File: config.mk
export PLATFORM = sky130hd
export DESIGN_NAME = multi_magic_tracker_flat
export DESIGN_NICKNAME = d
export VERILOG_FILES = /design/src/rtl/multi_magic_tracker_if.sv /design/src/rtl/multi_magic_tracker.sv /design/src/flat_wrapper.sv
export SDC_FILE = /design/constraint.sdc
export NUM_CORES = 1
export LEC_CHECK = 0
export CAP_MARGIN = 20
export CORE_MARGIN = 4
export CORE_UTILIZATION = 35
export CTS_BUF_LIST = sky130_fd_sc_hd__clkbuf_4
export DETAILED_ROUTE_END_ITERATION = 8
export PLACE_DENSITY = 0.69
export SLEW_MARGIN = 20
export SYNTH_ARGS = -nofsm -noshare
export SYNTH_HDL_FRONTEND = slang
export SYNTH_SLANG_ARGS = --single-unit
File: constraint.sdc
create_clock -name clk -period 5.9 [get_ports clk]
set_clock_uncertainty 0.05 [all_clocks]
set_input_delay 0.59 -clock clk [delete_from_list [all_inputs] [get_ports clk]]
set_output_delay 0.59 -clock clk [all_outputs]
set_load 0.1 [all_outputs]
File: src/rtl/multi_magic_tracker_if.sv
// Bundles the per-channel push/pop strobes, capture/clear controls and tracker status.
// master drives the strobes and controls; slave is the tracker that reports status.
interface multi_magic_tracker_if #(
  parameter int NCH    = 4,
  parameter int CNTWID = 4,
  parameter int CHW    = 2
);
  logic [NCH-1:0]        push;
  logic [NCH-1:0]        pop;
  logic                  capture;
  logic [CHW-1:0]        cap_ch;
  logic                  clear;
  logic [NCH*CNTWID-1:0] occ;
  logic [CNTWID-1:0]     pos;
  logic [CHW-1:0]        trk_ch;
  logic                  tracking;
  logic                  done;
  logic                  exit;
  logic [1:0]            err;

  modport master (
    output push, pop, capture, cap_ch, clear,
    input  occ, pos, trk_ch, tracking, done, exit, err
  );

  modport slave (
    input  push, pop, capture, cap_ch, clear,
    output occ, pos, trk_ch, tracking, done, exit, err
  );
endinterface

File: src/rtl/multi_magic_tracker.sv
// Per-channel FIFO occupancy counters that follow one tagged packet to the head of its channel.
// Latency: occ/pos/state update on the next edge; exit is combinational in the popping cycle.
// Backpressure: none; pushes into full and pops from empty channels are dropped and flagged in err.
module multi_magic_tracker #(
  parameter int DEPTH  = 8,
  parameter int NCH    = 4,
  parameter int CNTWID = $clog2(DEPTH) + 1,
  parameter int CHW    = (NCH > 1) ? $clog2(NCH) : 1
) (
  input  logic                 clk,
  input  logic                 rst,
  multi_magic_tracker_if.slave bus
);
  typedef enum logic [1:0] {IDLE, TRACK, DONE} state_t;

  localparam logic [CNTWID-1:0] FULL = CNTWID'(DEPTH);
  localparam logic [CNTWID-1:0] ONE  = CNTWID'(1);

  state_t            state;
  logic [CNTWID-1:0] occ_q  [NCH];
  logic [CNTWID-1:0] occ_ap [NCH];
  logic [CNTWID-1:0] occ_nx [NCH];
  logic [NCH-1:0]    eff_push;
  logic [NCH-1:0]    eff_pop;
  logic              ovf;
  logic              unf;
  logic              cap_hit;
  logic [CNTWID-1:0] cap_pos;
  logic              trk_pop;
  logic [CNTWID-1:0] pos_q;
  logic [CHW-1:0]    trk_ch_q;
  logic [1:0]        err_q;

  // Pop is qualified against the post-push count so a same-cycle push can feed a pop.
  always_comb begin
    ovf     = 1'b0;
    unf     = 1'b0;
    cap_hit = 1'b0;
    cap_pos = '0;
    trk_pop = 1'b0;
    for (int c = 0; c < NCH; c++) begin
      eff_push[c] = bus.push[c] & (occ_q[c] != FULL);
      occ_ap[c]   = occ_q[c] + CNTWID'(eff_push[c]);
      eff_pop[c]  = bus.pop[c] & (occ_ap[c] != '0);
      occ_nx[c]   = occ_ap[c] - CNTWID'(eff_pop[c]);
      ovf         = ovf | (bus.push[c] & (occ_q[c] == FULL));
      unf         = unf | (bus.pop[c] & (occ_ap[c] == '0));
      // Out-of-range cap_ch matches no channel, so such captures fall through.
      if (bus.cap_ch == CHW'(c)) begin
        cap_hit = bus.capture & eff_push[c];
        cap_pos = occ_nx[c];
      end
      if (trk_ch_q == CHW'(c)) begin
        trk_pop = eff_pop[c];
      end
    end
  end

  always_ff @(posedge clk or negedge rst) begin
    if (!rst) begin
      for (int c = 0; c < NCH; c++) begin
        occ_q[c] <= '0;
      end
      state    <= IDLE;
      pos_q    <= '0;
      trk_ch_q <= '0;
      err_q    <= '0;
    end else begin
      for (int c = 0; c < NCH; c++) begin
        occ_q[c] <= occ_nx[c];
      end
      err_q <= err_q | {unf, ovf};
      case (state)
        IDLE: begin
          if (cap_hit) begin
            state    <= TRACK;
            pos_q    <= cap_pos;
            trk_ch_q <= bus.cap_ch;
          end
        end
        TRACK: begin
          if (trk_pop) begin
            if (pos_q == ONE) begin
              state <= DONE;
              pos_q <= '0;
            end else begin
              pos_q <= pos_q - ONE;
            end
          end
        end
        DONE: begin
          if (bus.clear) begin
            state <= IDLE;
          end
        end
        default: state <= IDLE;
      endcase
    end
  end

  always_comb begin
    bus.occ = '0;
    for (int c = 0; c < NCH; c++) begin
      bus.occ[c*CNTWID +: CNTWID] = occ_q[c];
    end
  end

  assign bus.pos      = pos_q;
  assign bus.trk_ch   = trk_ch_q;
  assign bus.tracking = (state == TRACK);
  assign bus.done     = (state == DONE);
  assign bus.exit     = (state == TRACK) & trk_pop & (pos_q == ONE);
  assign bus.err      = err_q;
endmodule
File: src/flat_wrapper.sv
// flat-port wrapper written by rule: the top's interface ports become plain ports
module multi_magic_tracker_flat 
#(
  parameter int DEPTH  = 8,
  parameter int NCH    = 4,
  parameter int CNTWID = $clog2(DEPTH) + 1,
  parameter int CHW    = (NCH > 1) ? $clog2(NCH) : 1
)
  (clk, rst, bus_push, bus_pop, bus_capture, bus_cap_ch, bus_clear, bus_occ, bus_pos, bus_trk_ch, bus_tracking, bus_done, bus_exit, bus_err);
  multi_magic_tracker_if #(.NCH(NCH), .CNTWID(CNTWID), .CHW(CHW)) bus_i ();
  input  logic clk;
  input  logic rst;
  input wire logic [$bits(bus_i.push)-1:0] bus_push;
  input wire logic [$bits(bus_i.pop)-1:0] bus_pop;
  input wire logic [$bits(bus_i.capture)-1:0] bus_capture;
  input wire logic [$bits(bus_i.cap_ch)-1:0] bus_cap_ch;
  input wire logic [$bits(bus_i.clear)-1:0] bus_clear;
  output wire logic [$bits(bus_i.occ)-1:0] bus_occ;
  output wire logic [$bits(bus_i.pos)-1:0] bus_pos;
  output wire logic [$bits(bus_i.trk_ch)-1:0] bus_trk_ch;
  output wire logic [$bits(bus_i.tracking)-1:0] bus_tracking;
  output wire logic [$bits(bus_i.done)-1:0] bus_done;
  output wire logic [$bits(bus_i.exit)-1:0] bus_exit;
  output wire logic [$bits(bus_i.err)-1:0] bus_err;
  assign bus_i.push = bus_push;
  assign bus_i.pop = bus_pop;
  assign bus_i.capture = bus_capture;
  assign bus_i.cap_ch = bus_cap_ch;
  assign bus_i.clear = bus_clear;
  assign bus_occ = bus_i.occ;
  assign bus_pos = bus_i.pos;
  assign bus_trk_ch = bus_i.trk_ch;
  assign bus_tracking = bus_i.tracking;
  assign bus_done = bus_i.done;
  assign bus_exit = bus_i.exit;
  assign bus_err = bus_i.err;
  multi_magic_tracker #(.DEPTH(DEPTH), .NCH(NCH), .CNTWID(CNTWID), .CHW(CHW)) u_core (.clk(clk), .rst(rst), .bus(bus_i));
endmodule
==> reports/metrics.cfg, run 1 <==
[setup_path]
critPathMostFrequentCell=sky130_fd_sc_hd__ha_1
slowest_cp_cell=sky130_fd_sc_hd__clkdlybuf4s50_1
critical_path_class=reg2out
start_kind=register
cell_family_with_most_cp_delay=buffers and inverters
data_arrival_time_of_the_critical_path_ns=4.24
slowest_delay_ns=1.13
setup.worst_path.end_class=output pin
worst-path-buf-inv=1
crit_chain=nor4b_1 -> nor2_1 -> ha_1 -> ha_1 -> xor2_1 -> o311a_1 -> nor4_2 -> a22oi_2 -> and3_2 -> clkdlybuf4s50_1
worstPathRequired_ns=5.26
critPathMaxFanout=9

[job]
drv_cap=0

[synthesis]
ys_seq_area_share_pct=36.2
syn_nets=209
post_synth.cell_area_avg_um2=10.2
netlist_instances=177
synth.yosys.warnings=0
async_flop_share_pct=100
synth_cell_types=46
synth_ff_type=sky130_fd_sc_hd__dfrtp_1
ys_seq_elements=26
synth_edf_count=0
area_of_the_mapped_netlist_um2=1800

[clock_tree]
clock_latency_ns=0.32
post_cts_resize_count=0
holdBufCountCts=0
ctsHtreeMaxLevel=1
clock-sinks=26
clk_root_buffer_cell=sky130_fd_sc_hd__clkbuf_4
cts-buffers-inserted=3
post_cts.repair.setup_buffers=0
clockBufferDepth=2
cts_tree=built
cts.clk_slew.worst_paths_ns=0.14

[die]
core_outline_area_um2=4850
fp.dieH_um=79.7
die_x_um=79.7
std_cell_rows=25
floorplan.io_pins=41
start_util_pct=37.1
die_area_um2=6340

[drt]
drt_iter0_markers=49
routed-via-count=1453
drtAntennaViolNets=0
dr.pass1.iters=4
detail_route.drc_violations=0
drt_wl_total_um=4250
vias_per_cell=5.06
detail_route.wl_per_cell_um=14.8

[global_route]
first_global_vias=1503
grt_pass1_wl_um=7240
grt_remaining_overflow=0
initial_antenna_violation_count=0
grt_start_max_net_pins=27
grt.total_usage_pct=14.7

[final_layout]
layout.cells.most_common=sky130_fd_sc_hd__clkdlybuf4s50_1
antenna-diode-count=0
area_delta_synth_final_pct=28.4
post_route_cells_drive_above_1_share_pct=7.27
layout_common_cells=sky130_fd_sc_hd__clkdlybuf4s50_1, sky130_fd_sc_hd__dfrtp_1, sky130_fd_sc_hd__inv_1
final_nets=253
post-route-cell-area_um2=2310
fill_cells=466

[run_status]
status=complete, no violations

[placed_design]
dp_hpwl_um=3520
placed_cell_area_um2=2280
gp_routability_congestion=0.845
placement.io_buffers=40

[timing]
clock.fmax_mhz=205
report.final.hold_viol_count=0
final-max-slew-violation-count=0
setup-violations-final=0
final.period_utilization_pct=82.7
hold_ws_ns=0.455
grt_setup_unrepaired=no
final.setup.tns_ns=0
max_slew_margin_pct=33.7
worst_pin_slew_ns=0.991
clock_period_minus_final_worst_setup_slack_ns=4.88

[hold_path]
holdCritPathClass=reg2reg

synthesized netlist by cell type, types with 4 or more instances:
library cell	number	area (um2)
sky130_fd_sc_hd__xnor2_1	4	35.0
sky130_fd_sc_hd__nor3b_1	4	30.0
sky130_fd_sc_hd__xor2_1	10	87.6
sky130_fd_sc_hd__nand3_1	9	45.0
sky130_fd_sc_hd__ha_1	18	225
sky130_fd_sc_hd__nor4b_1	5	43.8
sky130_fd_sc_hd__nor2b_1	8	50.1
sky130_fd_sc_hd__inv_1	25	93.8
sky130_fd_sc_hd__nand3b_1	4	30.0
sky130_fd_sc_hd__dfrtp_1	26	651
sky130_fd_sc_hd__nor2_1	5	18.8
sky130_fd_sc_hd__nand2_1	10	37.5
registers in the layout, summed over array words and instances, names as in the netlist:
signal             count
u_core.bus.occ        16
u_core.bus.trk_ch      2
u_core.bus.err         2
u_core.bus.pos         4
u_core.state           2
area by class of cell:
type | instances | area, um2 | area share, %
Clock buffer | 3 | 22.5 | 0.976
Sequential cell | 26 | 651 | 28.2
Tap cell | 67 | 83.8 | 3.63
Inverter | 25 | 93.8 | 4.07
Timing Repair Buffer | 41 | 408 | 17.7
Multi-Input combinational cell | 124 | 1040 | 45.3
Clock inverter | 1 | 3.75 | 0.163
final timing paths:
check,startpoint,to,slack [ns],depth (start not counted)
worst max register to register,u_core.bus.occ[5],u_core.bus.pos[1],2.02,12
worst min-delay path,u_core.bus.err[1],u_core.bus.err[1],0.46,2
min in group asynchronous,rst,u_core.bus.occ[0],0.57,2
worst max-delay path,u_core.bus.occ[5],bus_exit,1.02,10
max in group asynchronous,rst,u_core.bus.pos[3],4.96,2
worst min register to register,u_core.bus.err[1],u_core.bus.err[1],0.46,2
cell families (layout without fill, tap and decap cells):
kind of cell | count (synthesis) | count (layout) | share of synthesized area, %
XOR/XNOR | 16 | 16 | 8.64
buffers and inverters | 27 | 70 | 5.64
AND/OR/NAND/NOR | 60 | 60 | 20.3
adder cells (fa/ha/maj) | 18 | 18 | 12.5
flip-flops | 26 | 26 | 36.2
multiplexers | 7 | 7 | 6.06
AO/OA/AOI/OAI | 23 | 23 | 10.7
metrics by stage:
| step | util [%] | setup slack, ns | instances |
|---|---|---|---|
| 6_report | 47.6 | 1.02 | 287 |
| 5_1_grt | 47.6 | 0.735 | 287 |
| 3_5_place_dp | 47.0 | 1.32 | 283 |
| 2_1_floorplan | - | 1.94 | 177 |
| 4_1_cts | 47.6 | 1.02 | 287 |
| 3_3_place_gp | 47.0 | 1.40 | 283 |
tightest hold or removal path, cell delays in order, from the launching register on:
cell and delay [ns]:
sky130_fd_sc_hd__dfrtp_1 0.38, sky130_fd_sc_hd__a221oi_1 0.05, sky130_fd_sc_hd__nand2_1 0.06
layer usage:
| layer | global-route usage, % | part of all wire (%) |
|---|---|---|
| met5 | 0 | 0 |
| met3 | 2.26 | 3.1 |
| met4 | 5.67 | 2.4 |
| met2 | 22.6 | 44 |
| met1 | 20.5 | 50 |
Power of run 1 is not shown: default switching activity piles up to over one toggle a cycle in this logic, so the estimate is an artifact.
==> inputs of run 2 (changes only) <==
==> constraint.sdc (replaced) <==
create_clock -name clk -period 4.9 [get_ports clk]
set_clock_uncertainty 0.05 [all_clocks]
set_input_delay 0.49 -clock clk [delete_from_list [all_inputs] [get_ports clk]]
set_output_delay 0.49 -clock clk [all_outputs]
set_load 0.1 [all_outputs]
==> run 2 against run 1 <==
Against the previous run: first-iteration DRC count up 65%; critical path depth unchanged; clock-buffer cell count unchanged; hold slack better by 0.010 ns; utilization down 0.13 points; sequential cell count unchanged; sequential share of layout area up 0.077 points; setup slack worse by 0.14 ns; non-clock buffer count unchanged; via count up 0.34%; global-route usage up 0.051 points; final cell count down 0.35%; critical path type unchanged.
==> reports/metrics.cfg, run 2 (synthesized netlist as in run 1, its figures left out) <==
[global_route]
grt_start_max_net_pins=27  ; unchanged
initial_antenna_violation_count=0  ; unchanged
grt_remaining_overflow=0  ; unchanged
grt_pass1_wl_um=7200  ; -0.58%
first_global_vias=1430  ; -4.9%
grt.total_usage_pct=14.7  ; +0.051 points

[drt]
drt_wl_total_um=4370  ; +2.8%
drt_iter0_markers=81  ; +65%
vias_per_cell=5.10  ; +0.69%
routed-via-count=1458  ; +0.34%
detail_route.drc_violations=0  ; unchanged
drtAntennaViolNets=0  ; unchanged
dr.pass1.iters=4  ; unchanged
detail_route.wl_per_cell_um=15.3  ; +3.2%

[final_layout]
final_nets=253  ; unchanged
finalCoreUtilization_pct=47.5  ; -0.13 points
seqCellArea_um2=651  ; unchanged
largest_reg_flops=16  ; unchanged
multi_input_area_um2=1040  ; unchanged
area_delta_synth_final_pct=28.1
layout_common_cells=sky130_fd_sc_hd__clkdlybuf4s50_1, sky130_fd_sc_hd__dfrtp_1, sky130_fd_sc_hd__inv_1
layout.cells.most_common=sky130_fd_sc_hd__clkdlybuf4s50_1
post_route_cells_drive_above_1_share_pct=7.76  ; +0.49 points
fill_cells=487  ; +4.5%
post-route-cell-area_um2=2300  ; -0.27%
antenna-diode-count=0  ; unchanged

[clock_tree]
cts-buffers-inserted=3  ; unchanged
ctsHtreeMaxLevel=1  ; unchanged
post_cts.repair.setup_buffers=0  ; unchanged
clock_latency_ns=0.33  ; about the same
cts.clk_slew.worst_paths_ns=0.14  ; about the same
clock-sinks=26  ; unchanged
cts_tree=built
holdBufCountCts=0  ; unchanged
post_cts_resize_count=0  ; unchanged
clockBufferDepth=2  ; unchanged
clk_root_buffer_cell=sky130_fd_sc_hd__clkbuf_4

[placed_design]
gp_routability_congestion=0.828  ; -2.0%
placement.io_buffers=40  ; unchanged
placed_cell_area_um2=2280  ; -0.11%
dp_hpwl_um=3600  ; +2.4%
place_ws_ns=1.15  ; -0.177 ns

[die]
die_x_um=79.7  ; unchanged
die_area_um2=6340  ; unchanged
core_outline_area_um2=4850  ; unchanged
start_util_pct=37.1  ; unchanged
fp.dieH_um=79.7  ; unchanged
floorplan.io_pins=41  ; unchanged
std_cell_rows=25  ; unchanged

[setup_path]
setup.worst_path.end_class=output pin
slowest_delay_ns=0.69  ; -0.44 ns
data_arrival_time_of_the_critical_path_ns=3.47  ; -0.77 ns
critical_path_class=reg2out
crit_chain=nor4b_1 -> nor2_1 -> ha_1 -> ha_1 -> xor2_1 -> o311a_1 -> nor4_2 -> a22oi_2 -> and3_2 -> buf_4
critPathMaxFanout=9  ; unchanged
worstPathRequired_ns=4.36  ; -0.90 ns
start_kind=register
slowest_cp_cell=sky130_fd_sc_hd__nor4b_1
critPathMostFrequentCell=sky130_fd_sc_hd__ha_1

[timing]
post-route-worst-setup-slack_ns=0.886  ; -0.137 ns
max_slew_margin_pct=34.7  ; +0.99 points
final.setup.tns_ns=0  ; unchanged
clock.fmax_mhz=249
final.period_utilization_pct=81.9
worst_pin_slew_ns=0.976  ; -0.0149 ns
clock_period_minus_final_worst_setup_slack_ns=4.01
final-max-slew-violation-count=0  ; unchanged
grt_setup_unrepaired=no
report.final.hold_viol_count=0  ; unchanged
setup-violations-final=0  ; unchanged

[job]
drv_cap=0  ; unchanged

[run_status]
status=complete, no violations

[hold_path]
holdCritPathClass=in2async

==> run 2: cell count changes in the layout (fill, tap and decap cells not counted), sizes merged <==
cell           before  now
buf                 1    2
clkinv              1    0
clkdlybuf4s50      40   39
==> run 2: through the flow <==
stage | hold WS (ns) | std cells
2_1_floorplan | 0.144 | 177
5_1_grt | 0.490 | 286
4_1_cts | 0.470 | 286
6_report | 0.465 | 286
3_5_place_dp | 0.436 | 283
3_3_place_gp | 0.448 | 283
==> run 2: path summary, 6_finish.rpt <==
| path | from | end | slack [ns] | cells past startpoint |
|---|---|---|---|---|
| worst max-delay path | u_core.bus.occ[5] | bus_exit | 0.89 | 10 |
| worst min register to register | u_core.bus.err[1] | u_core.bus.err[1] | 0.47 | 2 |
| min in group clk | u_core.bus.err[1] | u_core.bus.err[1] | 0.47 | 2 |
| max in group asynchronous | rst | u_core.bus.occ[10] | 4.08 | 2 |
| worst min-delay path | rst | u_core.bus.occ[1] | 0.47 | 2 |
| worst max register to register | u_core.bus.occ[5] | u_core.bus.pos[1] | 1.11 | 12 |
==> run 2: layout make-up <==
type | instances | area share (%)
Tap cell | 67 | 3.64
Multi-Input combinational cell | 124 | 45.4
Inverter | 25 | 4.08
Timing Repair Buffer | 41 | 17.6
Clock buffer | 3 | 0.979
Sequential cell | 26 | 28.3
==> run 2: metal layers <==
metal / track usage, % / vias to the layer above / routed length (um)
met5: 0 / - / 0
met4: 4.64 / 0 / 57
met3: 1.35 / 5 / 163
met2: 24.0 / 37 / 2070
met1: 20.5 / 697 / 2070
li1: - / 719 / -
==> run 2: worst max-delay path, delay by kind of cell, from the launching register on <==
family | cells | cell delay, ns
AOI/OAI and AO/OA | 2 | 0.57
xor gates and xnor gates | 1 | 0.34
adders and majority gates | 2 | 0.41
buffers and inverters | 1 | 0.29
DFF | 1 | 0.44
and+or+nand+nor | 4 | 1.09
Power of run 2 is left out for the same reason.
==> inputs of run 3 (changes only) <==
--- a/config.mk
+++ b/config.mk
@@ -10,7 +10,7 @@
 export CORE_UTILIZATION = 35
 export CTS_BUF_LIST = sky130_fd_sc_hd__clkbuf_4
 export DETAILED_ROUTE_END_ITERATION = 8
-export PLACE_DENSITY = 0.69
+export PLACE_DENSITY = 0.71
 export SLEW_MARGIN = 20
 export SYNTH_ARGS = -nofsm -noshare
 export SYNTH_HDL_FRONTEND = slang
==> constraint.sdc (replaced) <==
create_clock -name clk -period 3.3 [get_ports clk]
set_clock_uncertainty 0.05 [all_clocks]
set_input_delay 0.33 -clock clk [delete_from_list [all_inputs] [get_ports clk]]
set_output_delay 0.33 -clock clk [all_outputs]
set_load 0.1 [all_outputs]
==> run 3 against run 2 <==
Against the previous run: the flow now finishes with violations (setup timing); setup slack worse by 0.93 ns; non-clock buffer count is 45 higher; design area rose by 24%.
==> reports/metrics.cfg, run 3 (synthesized netlist as in run 1, its figures left out) <==
[final_layout]
layout_common_cells=sky130_fd_sc_hd__buf_4, sky130_fd_sc_hd__clkdlybuf4s50_1, sky130_fd_sc_hd__inv_1
post-route-cell-area_um2=2860  ; +24%
post_route_cells_drive_above_1_share_pct=38.1  ; +30 points
layout.cells.most_common=sky130_fd_sc_hd__buf_4
final_nets=298  ; +18%
largest_reg_flops=16  ; unchanged
area_delta_synth_final_pct=59.2
antenna-diode-count=0  ; unchanged

[timing]
post-route-worst-setup-slack_ns=-0.0468  ; -0.933 ns
final.setup.tns_ns=-0.0468  ; -0.0468 ns
report.final.hold_viol_count=0  ; unchanged
final-max-slew-violation-count=0  ; unchanged
final.period_utilization_pct=101
clock_period_minus_final_worst_setup_slack_ns=3.35
max_slew_margin_pct=35.0  ; +0.24 points
worst_pin_slew_ns=0.972  ; -0.00355 ns
setup-violations-final=1  ; +1
grt_setup_unrepaired=yes
clock.fmax_mhz=299

[die]
std_cell_rows=25  ; unchanged
floorplan.io_pins=41  ; unchanged
die_x_um=79.7  ; unchanged
die_area_um2=6340  ; unchanged
fp.dieH_um=79.7  ; unchanged
start_util_pct=37.1  ; unchanged
core_outline_area_um2=4850  ; unchanged

[setup_path]
crit_chain=nor4b_4 -> nor2_1 -> ha_2 -> ha_4 -> xor2_2 -> or3_4 -> nor2_4 -> nor2b_2 -> ha_2 -> ha_4 -> xor2_1 -> mux4_2 -> a32oi_1 -> nand3b_1
worstPathRequired_ns=3.49  ; -0.87 ns
slowest_cp_cell=sky130_fd_sc_hd__dfrtp_4
startpoint=u_core.bus.occ[0]
setup.worst_path.end_class=register
start_kind=register
critPathMaxFanout=2  ; -7
critical_path_class=reg2reg
data_arrival_time_of_the_critical_path_ns=3.53  ; +0.06 ns
crit-reg2reg-launch=u_core.bus.occ[0]
slowest_delay_ns=0.52  ; -0.17 ns

[drt]
detail_route.wl_per_cell_um=14.5  ; -5.0%
vias_per_cell=4.90  ; -3.9%
drtAntennaViolNets=0  ; unchanged
drt_wl_total_um=4810  ; +10%
routed-via-count=1627  ; +12%
dr.pass1.iters=4  ; unchanged
detail_route.drc_violations=0  ; unchanged
drt_iter0_markers=51  ; -37%

[clock_tree]
clock-sinks=26  ; unchanged
cts.clk_slew.worst_paths_ns=0.16  ; +0.02 ns
clk_root_buffer_cell=sky130_fd_sc_hd__clkbuf_4
ctsHtreeMaxLevel=1  ; unchanged
cts_tree=built
holdBufCountCts=0  ; unchanged
clockBufferDepth=2  ; unchanged
cts-buffers-inserted=3  ; unchanged
clock_latency_ns=0.34  ; about the same

[global_route]
first_global_vias=1725  ; +21%
initial_antenna_violation_count=0  ; unchanged
grt_remaining_overflow=0  ; unchanged
grt_pass1_wl_um=8120  ; +13%
grt.total_usage_pct=16.4  ; +1.7 points
grt_start_max_net_pins=21  ; -22%

[run_status]
violations_in_the_final_reports=setup timing
status=finished with violations

[placed_design]
gp_routability_congestion=0.835  ; +0.88%
placement.io_buffers=40  ; unchanged
placed_cell_area_um2=2670  ; +17%
dp_hpwl_um=3820  ; +5.9%

[hold_path]
holdCritPathClass=in2async

[job]
drv_cap=0  ; unchanged

-- run 3: cell types whose count changed in the layout (fill, tap and decap cells not counted), sizes merged --
| cell | previous run | this run |
|---|---|---|
| buf | 2 | 50 |
| clkdlybuf4s50 | 39 | 36 |
| clkbuf | 3 | 4 |
-- run 3: routing by layer --
metal  up-vias  track usage (%)  wire length (um)
met2        33             28.5              2330
met1       777             21.6              2260
met3         5             1.58               178
met5         -                0                 0
li1        812                -                 -
met4         0             4.12                48
-- run 3: through the flow --
step / instances / util (%) / setup slack (ns) / hold slack (ns)
floorplan: 177 / - / -0.162 / -0.0156
global placement: 319 / 55.1 / -0.0976 / 0.429
detailed placement: 319 / 55.1 / -0.148 / 0.428
CTS: 332 / 58.3 / -0.0578 / 0.466
global route: 332 / 59.0 / -0.147 / 0.495
finish: 332 / 59.0 / -0.0468 / 0.444
-- run 3: area by class of cell --
| class | count | area, um2 |
|---|---|---|
| Fill cell | 424 | 1990 |
| Tap cell | 67 | 83.8 |
| Inverter | 25 | 93.8 |
| Timing Repair Buffer | 86 | 748 |
| Multi-Input combinational cell | 124 | 1210 |
| Sequential cell | 26 | 691 |
| Clock buffer | 4 | 30.0 |
-- run 3: final timing paths --
kind | end | slack [ns] | cells after the start
worst max-delay path | u_core.bus.pos[2] | -0.05 | 14
worst min-delay path | u_core.bus.occ[1] | 0.44 | 1
max in group asynchronous | u_core.bus.occ[5] | 2.06 | 1
worst min register to register | u_core.bus.err[0] | 0.46 | 2
worst max register to register | u_core.bus.pos[2] | -0.05 | 14
min in group clk | u_core.bus.err[0] | 0.46 | 2
-- run 3: worst max-delay path: cells and delay by family, from the launching register on --
| family | cells | cell delay, ns |
|---|---|---|
| compound gates | 1 | 0.16 |
| fa+ha+maj | 4 | 0.69 |
| simple gates | 6 | 1.01 |
| xor+xnor | 2 | 0.33 |
| flops | 1 | 0.52 |
| mux | 1 | 0.46 |
-- run 3: what timing repair did --
| item | CTS | global route |
|---|---|---|
| setup buffers | 9 | 0 |
| endpoints found under the setup margin | 3 | 3 |
| cloned | 0 | 0 |
| pin swaps | 4 | 0 |
| gates resized for setup | 10 | 5 |
Power of run 3 is left out for the same reason.
